<file path="config.mk">
export PLATFORM = sky130hd
export DESIGN_NAME = tea_cipher_flat
export DESIGN_NICKNAME = d
export VERILOG_FILES = /design/src/rtl/tea_if.sv /design/src/rtl/tea_cipher.sv /design/src/flat_wrapper.sv
export SDC_FILE = /design/constraint.sdc
export NUM_CORES = 2
export LEC_CHECK = 0
export ABC_AREA = 1
export BUFFER_PORTS_ARGS = -buffer_cell sky130_fd_sc_hd__buf_4
export CAP_MARGIN = 20
export CORE_ASPECT_RATIO = 1.1
export CORE_MARGIN = 1
export CORE_UTILIZATION = 55
export CTS_BUF_LIST = sky130_fd_sc_hd__clkbuf_8
export DETAILED_ROUTE_END_ITERATION = 7
export PLACE_DENSITY_LB_ADDON = 0.25
export SLEW_MARGIN = 20
export SYNTH_ARGS = -nofsm -noshare
export SYNTH_HDL_FRONTEND = slang
export SYNTH_SLANG_ARGS = --single-unit
</file>
<file path="constraint.sdc">
create_clock -name clk -period 12.6 [get_ports clk]
set_input_delay 0.63 -clock clk [delete_from_list [all_inputs] [get_ports clk]]
set_output_delay 0.63 -clock clk [all_outputs]
set_load 0.02 [all_outputs]
</file>
<file path="src/rtl/tea_if.sv">
// tea_if: bundle of all block-level signals of the TEA engine.
//   Streaming input : s_valid, s_ready, s_data[2*HW-1:0], s_decrypt
//   Streaming output: m_valid, m_ready, m_data[2*HW-1:0]
//   APB config port : psel, penable, pwrite, paddr[7:0], pwdata[31:0],
//                     prdata[31:0], pready, pslverr
// Modport slave is the engine's view; master is the producer/consumer/APB side.
interface tea_if #(
    parameter int HW = 32
) ();
    logic            s_valid;
    logic            s_ready;
    logic [2*HW-1:0] s_data;
    logic            s_decrypt;
    logic            m_valid;
    logic            m_ready;
    logic [2*HW-1:0] m_data;
    logic            psel;
    logic            penable;
    logic            pwrite;
    logic [7:0]      paddr;
    logic [31:0]     pwdata;
    logic [31:0]     prdata;
    logic            pready;
    logic            pslverr;

    modport slave (
        input  s_valid, s_data, s_decrypt, m_ready,
        input  psel, penable, pwrite, paddr, pwdata,
        output s_ready, m_valid, m_data,
        output prdata, pready, pslverr
    );

    modport master (
        output s_valid, s_data, s_decrypt, m_ready,
        output psel, penable, pwrite, paddr, pwdata,
        input  s_ready, m_valid, m_data,
        input  prdata, pready, pslverr
    );
endinterface

</file>
<file path="src/rtl/tea_cipher.sv">
// tea_cipher: iterative TEA block cipher, one round per clock, one block in
// flight. Half-block width HW (8..32) and round count 1<<SHIFT are
// parameters; encrypt/decrypt is chosen per block via s_decrypt.
// Ports:
//   clk    - clock for all logic
//   prstb  - asynchronous active-low reset
//   bus    - tea_if.slave: valid/ready input stream (s_*), valid/ready output
//            stream (m_*), and a zero-wait-state APB register port.
// Registers (byte addresses): 0x00..0x0C K0..K3, 0x10 DELTA (RW),
//   0x14 STATUS (RO: bit0 busy, bit1 m_valid, [15:8] rounds remaining),
//   0x18 BLOCKS (RO counter, any write clears). Other addresses -> pslverr.
module tea_cipher #(
    parameter int           HW    = 32,
    parameter int           SHIFT = 5,
    parameter logic [127:0] KEY   = 128'h0,
    parameter logic [31:0]  DELTA = 32'h9E3779B9
) (
    input logic clk,
    input logic prstb,
    tea_if.slave bus
);
    localparam logic [7:0] ROUNDS = 8'(1 << SHIFT);

    typedef enum logic [1:0] {IDLE, RUN, DONE} state_t;

    state_t state_reg, state_next;

    // Software-visible configuration; copied into the working set on accept
    // so that APB writes never disturb a block already in flight.
    logic [3:0][HW-1:0] cfg_key_reg;
    logic [HW-1:0]      cfg_delta_reg;

    // Working set for the block in flight.
    logic [3:0][HW-1:0] key_reg;
    logic [HW-1:0]      delta_reg;
    logic [HW-1:0]      v0_reg, v1_reg, sum_reg;
    logic               decrypt_reg;
    logic [7:0]         cnt_reg;

    logic [2*HW-1:0]    m_data_reg;
    logic [15:0]        blocks_reg;
    logic [31:0]        prdata_reg;
    logic               pslverr_reg;

    logic accept, last_round, handshake_out;
    logic apb_setup, apb_wr;
    logic [3:0] key_wr;
    logic delta_wr, blocks_clr;
    logic [31:0] rd_mux;
    logic rd_hit;

    logic [HW-1:0] enc_sum, enc_v0, enc_v1;
    logic [HW-1:0] dec_sum, dec_v0, dec_v1;
    logic [HW-1:0] rnd_v0, rnd_v1, rnd_sum;

    // TEA mixing term; all arithmetic wraps at HW bits.
    function automatic logic [HW-1:0] mix(
        input logic [HW-1:0] x,
        input logic [HW-1:0] s,
        input logic [HW-1:0] ka,
        input logic [HW-1:0] kb
    );
        return ((x << 4) + ka) ^ (x + s) ^ ((x >> 5) + kb);
    endfunction

    assign accept        = (state_reg == IDLE) && bus.s_valid;
    assign last_round    = (state_reg == RUN) && (cnt_reg == 8'd1);
    assign handshake_out = (state_reg == DONE) && bus.m_ready;

    // ------------------------------------------------------------------
    // Control FSM
    // ------------------------------------------------------------------
    always_ff @(posedge clk or negedge prstb) begin
        if (!prstb) begin
            state_reg <= IDLE;
        end else begin
            state_reg <= state_next;
        end
    end

    always_comb begin
        state_next = state_reg;
        case (state_reg)
            IDLE:    if (bus.s_valid)     state_next = RUN;
            RUN:     if (cnt_reg == 8'd1) state_next = DONE;
            DONE:    if (bus.m_ready)     state_next = IDLE;
            default: state_next = IDLE;
        endcase
    end

    assign bus.s_ready = (state_reg == IDLE);
    assign bus.m_valid = (state_reg == DONE);
    assign bus.m_data  = m_data_reg;

    // ------------------------------------------------------------------
    // Round datapath. Encrypt pre-increments sum; decrypt uses the current
    // sum and post-decrements, so decrypt starts from delta*ROUNDS.
    // ------------------------------------------------------------------
    always_comb begin
        enc_sum = sum_reg + delta_reg;
        enc_v0  = v0_reg + mix(v1_reg, enc_sum, key_reg[0], key_reg[1]);
        enc_v1  = v1_reg + mix(enc_v0, enc_sum, key_reg[2], key_reg[3]);

        dec_v1  = v1_reg - mix(v0_reg, sum_reg, key_reg[2], key_reg[3]);
        dec_v0  = v0_reg - mix(dec_v1, sum_reg, key_reg[0], key_reg[1]);
        dec_sum = sum_reg - delta_reg;

        rnd_v0  = decrypt_reg ? dec_v0  : enc_v0;
        rnd_v1  = decrypt_reg ? dec_v1  : enc_v1;
        rnd_sum = decrypt_reg ? dec_sum : enc_sum;
    end

    always_ff @(posedge clk or negedge prstb) begin
        if (!prstb) begin
            key_reg     <= '0;
            delta_reg   <= '0;
            v0_reg      <= '0;
            v1_reg      <= '0;
            sum_reg     <= '0;
            decrypt_reg <= 1'b0;
            cnt_reg     <= '0;
            m_data_reg  <= '0;
        end else begin
            if (accept) begin
                v0_reg      <= bus.s_data[HW-1:0];
                v1_reg      <= bus.s_data[2*HW-1:HW];
                decrypt_reg <= bus.s_decrypt;
                key_reg     <= cfg_key_reg;
                delta_reg   <= cfg_delta_reg;
                sum_reg     <= bus.s_decrypt ? (cfg_delta_reg << SHIFT) : '0;
                cnt_reg     <= ROUNDS;
            end else if (state_reg == RUN) begin
                v0_reg  <= rnd_v0;
                v1_reg  <= rnd_v1;
                sum_reg <= rnd_sum;
                cnt_reg <= cnt_reg - 8'd1;
                if (last_round) begin
                    m_data_reg <= {rnd_v1, rnd_v0};
                end
            end
        end
    end

    // ------------------------------------------------------------------
    // APB register port
    // ------------------------------------------------------------------
    assign apb_setup  = bus.psel && !bus.penable;
    assign apb_wr     = bus.psel && bus.penable && bus.pwrite;
    assign delta_wr   = apb_wr && (bus.paddr == 8'h10);
    assign blocks_clr = apb_wr && (bus.paddr == 8'h18);

    for (genvar gi = 0; gi < 4; gi++) begin : g_key_dec
        assign key_wr[gi] = apb_wr && (bus.paddr == 8'(gi * 4));
    end

    always_ff @(posedge clk or negedge prstb) begin
        if (!prstb) begin
            for (int i = 0; i < 4; i++) begin
                cfg_key_reg[i] <= KEY[32*i +: HW];
            end
            cfg_delta_reg <= DELTA[HW-1:0];
        end else begin
            for (int i = 0; i < 4; i++) begin
                if (key_wr[i]) begin
                    cfg_key_reg[i] <= bus.pwdata[HW-1:0];
                end
            end
            if (delta_wr) begin
                cfg_delta_reg <= bus.pwdata[HW-1:0];
            end
        end
    end

    // A clear wins over a simultaneous increment.
    always_ff @(posedge clk or negedge prstb) begin
        if (!prstb) begin
            blocks_reg <= '0;
        end else if (blocks_clr) begin
            blocks_reg <= '0;
        end else if (handshake_out) begin
            blocks_reg <= blocks_reg + 16'd1;
        end
    end

    always_comb begin
        rd_mux = '0;
        rd_hit = 1'b1;
        case (bus.paddr)
            8'h00:   rd_mux = 32'(cfg_key_reg[0]);
            8'h04:   rd_mux = 32'(cfg_key_reg[1]);
            8'h08:   rd_mux = 32'(cfg_key_reg[2]);
            8'h0C:   rd_mux = 32'(cfg_key_reg[3]);
            8'h10:   rd_mux = 32'(cfg_delta_reg);
            8'h14:   rd_mux = {16'h0, cnt_reg, 6'h0, (state_reg == DONE), (state_reg == RUN)};
            8'h18:   rd_mux = {16'h0, blocks_reg};
            default: rd_hit = 1'b0;
        endcase
    end

    // Read data and error status are captured in the setup phase so they are
    // stable for the whole access phase.
    always_ff @(posedge clk or negedge prstb) begin
        if (!prstb) begin
            prdata_reg  <= '0;
            pslverr_reg <= 1'b0;
        end else if (apb_setup) begin
            prdata_reg  <= rd_mux;
            pslverr_reg <= !rd_hit;
        end
    end

    assign bus.prdata  = prdata_reg;
    assign bus.pslverr = pslverr_reg && bus.psel && bus.penable;
    assign bus.pready  = 1'b1;
endmodule

</file>
<file path="src/flat_wrapper.sv">
// flat-port wrapper written by rule: the top's interface ports become plain ports
module tea_cipher_flat 
#(
    parameter int           HW    = 32,
    parameter int           SHIFT = 5,
    parameter logic [127:0] KEY   = 128'h0,
    parameter logic [31:0]  DELTA = 32'h9E3779B9
)
  (clk, prstb, bus_s_valid, bus_s_data, bus_s_decrypt, bus_m_ready, bus_psel, bus_penable, bus_pwrite, bus_paddr, bus_pwdata, bus_s_ready, bus_m_valid, bus_m_data, bus_prdata, bus_pready, bus_pslverr);
  tea_if #(.HW(HW)) bus_i ();
  input logic clk;
  input logic prstb;
  input wire logic [$bits(bus_i.s_valid)-1:0] bus_s_valid;
  input wire logic [$bits(bus_i.s_data)-1:0] bus_s_data;
  input wire logic [$bits(bus_i.s_decrypt)-1:0] bus_s_decrypt;
  input wire logic [$bits(bus_i.m_ready)-1:0] bus_m_ready;
  input wire logic [$bits(bus_i.psel)-1:0] bus_psel;
  input wire logic [$bits(bus_i.penable)-1:0] bus_penable;
  input wire logic [$bits(bus_i.pwrite)-1:0] bus_pwrite;
  input wire logic [$bits(bus_i.paddr)-1:0] bus_paddr;
  input wire logic [$bits(bus_i.pwdata)-1:0] bus_pwdata;
  output wire logic [$bits(bus_i.s_ready)-1:0] bus_s_ready;
  output wire logic [$bits(bus_i.m_valid)-1:0] bus_m_valid;
  output wire logic [$bits(bus_i.m_data)-1:0] bus_m_data;
  output wire logic [$bits(bus_i.prdata)-1:0] bus_prdata;
  output wire logic [$bits(bus_i.pready)-1:0] bus_pready;
  output wire logic [$bits(bus_i.pslverr)-1:0] bus_pslverr;
  assign bus_i.s_valid = bus_s_valid;
  assign bus_i.s_data = bus_s_data;
  assign bus_i.s_decrypt = bus_s_decrypt;
  assign bus_i.m_ready = bus_m_ready;
  assign bus_i.psel = bus_psel;
  assign bus_i.penable = bus_penable;
  assign bus_i.pwrite = bus_pwrite;
  assign bus_i.paddr = bus_paddr;
  assign bus_i.pwdata = bus_pwdata;
  assign bus_s_ready = bus_i.s_ready;
  assign bus_m_valid = bus_i.m_valid;
  assign bus_m_data = bus_i.m_data;
  assign bus_prdata = bus_i.prdata;
  assign bus_pready = bus_i.pready;
  assign bus_pslverr = bus_i.pslverr;
  tea_cipher #(.HW(HW), .SHIFT(SHIFT), .KEY(KEY), .DELTA(DELTA)) u_core (.clk(clk), .prstb(prstb), .bus(bus_i));
endmodule
</file>
==> impl_metrics.yaml <==
critical_path:
  crit_cells: 41
  r2r-start: "u_core.v0_reg[6]"
  r2r_setup_slack_ns: 0.72
  r2r_end: "u_core.v0_reg[31]"
  worstPathArrival_ns: 12.57
  crit_path_max_fanout: 7
  cp-start-kind: "register"
  cp_slowest_stage_delay_ns: 0.99
  path_class: "reg2reg"
  cp-end-kind: "register"
  cp_slowest_cell: "nor4_1"
  crit_top_cell: "nand2_1"
  reg2reg_depth: 41
  path_buf_inv: 1
  cp_top_family: "simple AND/OR/NAND/NOR gates"
  cp_data_required_time_ns: 13.29
timing:
  setup_viol: 0
  slew_headroom: 0.1183
  slew_violations: 0
  rsz0062_at_grt: "no"
  hold_violations: 0
  clock.fmax_mhz: 84.18
  min_period_ns: 11.88
  finalClockSkew_ns: 0.08889
  fin_tns_setup_ns: 0
  period_share: 0.9428
  tightest_slew_ns: 1.313
  whs_ns: 0.03038
synthesis:
  seq_area_frac_synth: 0.2717
  synth_warnings: 0
  synth_fp_nets: 7440
  synth_edf_count: 0
  syn-cell-area_sq_mm: 0.04984
  yosysMostFrequentCell: "nand2_1"
  yosys.area.top_type: "dfrtp_1"
  ys.flop_type: "dfrtp_1"
  synth_top_area_frac: 0.2611
  avgSynthCellArea_sq_um: 7.370
  synth_cells: 6762
  synthArstFlopShare: 1.000
  synthTopCellsByCount: "nand2_1, inv_1, a21oi_1"
  synth_cell_types: 70
  ys_ff_latch: 540
  netlist_top_cells_area: "dfrtp_1, ha_1, nand2_1"
floorplanning:
  die_width_um: 289.0
  die_y_um: 317.7
  core_area_sq_mm: 0.08964
  ioPinCount: 212
  die-area_sq_mm: 0.09182
  start_util: 0.5559
  row_count: 115
final_layout:
  finalNetCount: 7630
  synthToLayoutAreaGrowth_pct: 9.646
  nFillCells: 8234
  postLayoutCoreUtil: 0.6096
  drive_gt1_frac: 0.07572
place:
  portBuffers: 210
  hpwlAfterDp_mm: 164.3
  place_congestion: 1.095
clock_network:
  cts-buffers-inserted: 88
  cts_resized: 0
  path_clk_slew_ns: 0.07
  cts_tree: "yes"
  cts_buffer_depth: 3
  insertion_delay_ns: 0.82
  root_buffer: "clkbuf_8"
  cts_num_sinks: 540
  htree_levels: 3
routing:
  drtIter0Drc: 5440
  routed_wl_mm: 202.2
  ant_nets: 0
  wl_per_cell_um: 24.67
  drc: 0
  via_per_inst: 6.161
  dr_total_vias: 50510
  drtPass1Iterations: 6
worst_hold_path:
  holdPathStages: 3
  hold_class: "in2reg"
  hold_path_startpoint: "bus_s_data[34]"
  min_to: "u_core.v1_reg[2]"
grt:
  grt_overflow_total: 0
  grt_pass1_wl_mm: 293.4
  grt_max_degree: 203
  grt_pass1_vias: 48530
  grt_usage: 0.4314
  antenna_found_initial: 11
status:
  status: "complete, no violations"
flow_run:
  drv_cap: 0
tightest hold or removal path, cell delays in order:
cell	delay, ns
buf_4	0.08
nand2_1	0.04
o211ai_1	0.07
stage by stage:
step | worst slack (ns) | instances | instance area (sq um)
detailed placement | 1.277 | 8029 | 52690
global placement | 1.216 | 8029 | 52690
global route | 0.6098 | 8198 | 54640
floorplan | 4.742 | 6762 | 49840
finish | 0.7206 | 8198 | 54640
CTS | 1.233 | 8196 | 54640
cells by family (layout without fill, tap and decap cells):
group,after synthesis,after routing,synth area share
simple gates,2429,2429,0.1979
compound gates,1681,1681,0.1946
buf+inv,823,1087,0.06284
xor+xnor,717,717,0.1271
fa+ha+maj,566,566,0.1448
flops,540,540,0.2717
mux,5,5,0.001004
other cells,1,3,0.00007525
per-layer routing:
| layer | vias to the layer above | part of all wire | GRT usage |
|---|---|---|---|
| met4 | 2 | 0.053 | 0.2099 |
| met3 | 553 | 0.12 | 0.09648 |
| met1 | 23940 | 0.40 | 0.5745 |
| li1 | 23130 | - | - |
| met2 | 2880 | 0.43 | 0.6575 |
| met5 | - | 0.000035 | 0 |
cell usage in the layout, fill, tap and decap left out, types with 60 or more instances in the layout:
cell / instances
xor2_1: 482
a21oi_1: 587
nor2_1: 276
o21ai_0: 558
o211ai_1: 76
o21ai_1: 60
ha_1: 548
inv_1: 671
nand2_1: 1740
xnor2_1: 231
nand3_1: 215
dfrtp_1: 519
clkbuf_8: 105
nor3_1: 68
buf_4: 266
area by class of cell:
type | count | area, sq um | area share
flip-flops and latches | 540 | 13540 | 0.2478
diodes | 2 | 5.005 | 0.00009159
well taps | 1170 | 1464 | 0.02679
multi-input cells | 5399 | 33200 | 0.6076
inverters | 652 | 2454 | 0.04490
clock inverters | 59 | 467.9 | 0.008564
repair buffers | 271 | 2062 | 0.03774
clock buffers | 105 | 1445 | 0.02645
repair_timing:
action / in CTS / in global routing
hold buffers: 3 / 0
buffers inserted: 0 / 0
hold endpoints to repair: 93 / 0
worst max path at each step:
stage | start | end | slack [ns]
floorplan | u_core.sum_reg[2] | u_core.v1_reg[31] | 4.74
global placement | u_core.sum_reg[3] | u_core.v0_reg[31] | 1.22
detailed placement | u_core.v0_reg[6] | u_core.v0_reg[31] | 1.28
CTS | u_core.v0_reg[6] | u_core.v0_reg[31] | 1.23
global route | u_core.v0_reg[6] | u_core.bus.m_data[31] | 0.61
finish | u_core.v0_reg[6] | u_core.v0_reg[31] | 0.72
Power is left out: the tool's default activity adds up to more than one toggle a clock period on the data nets, which glitch-free logic cannot reach.
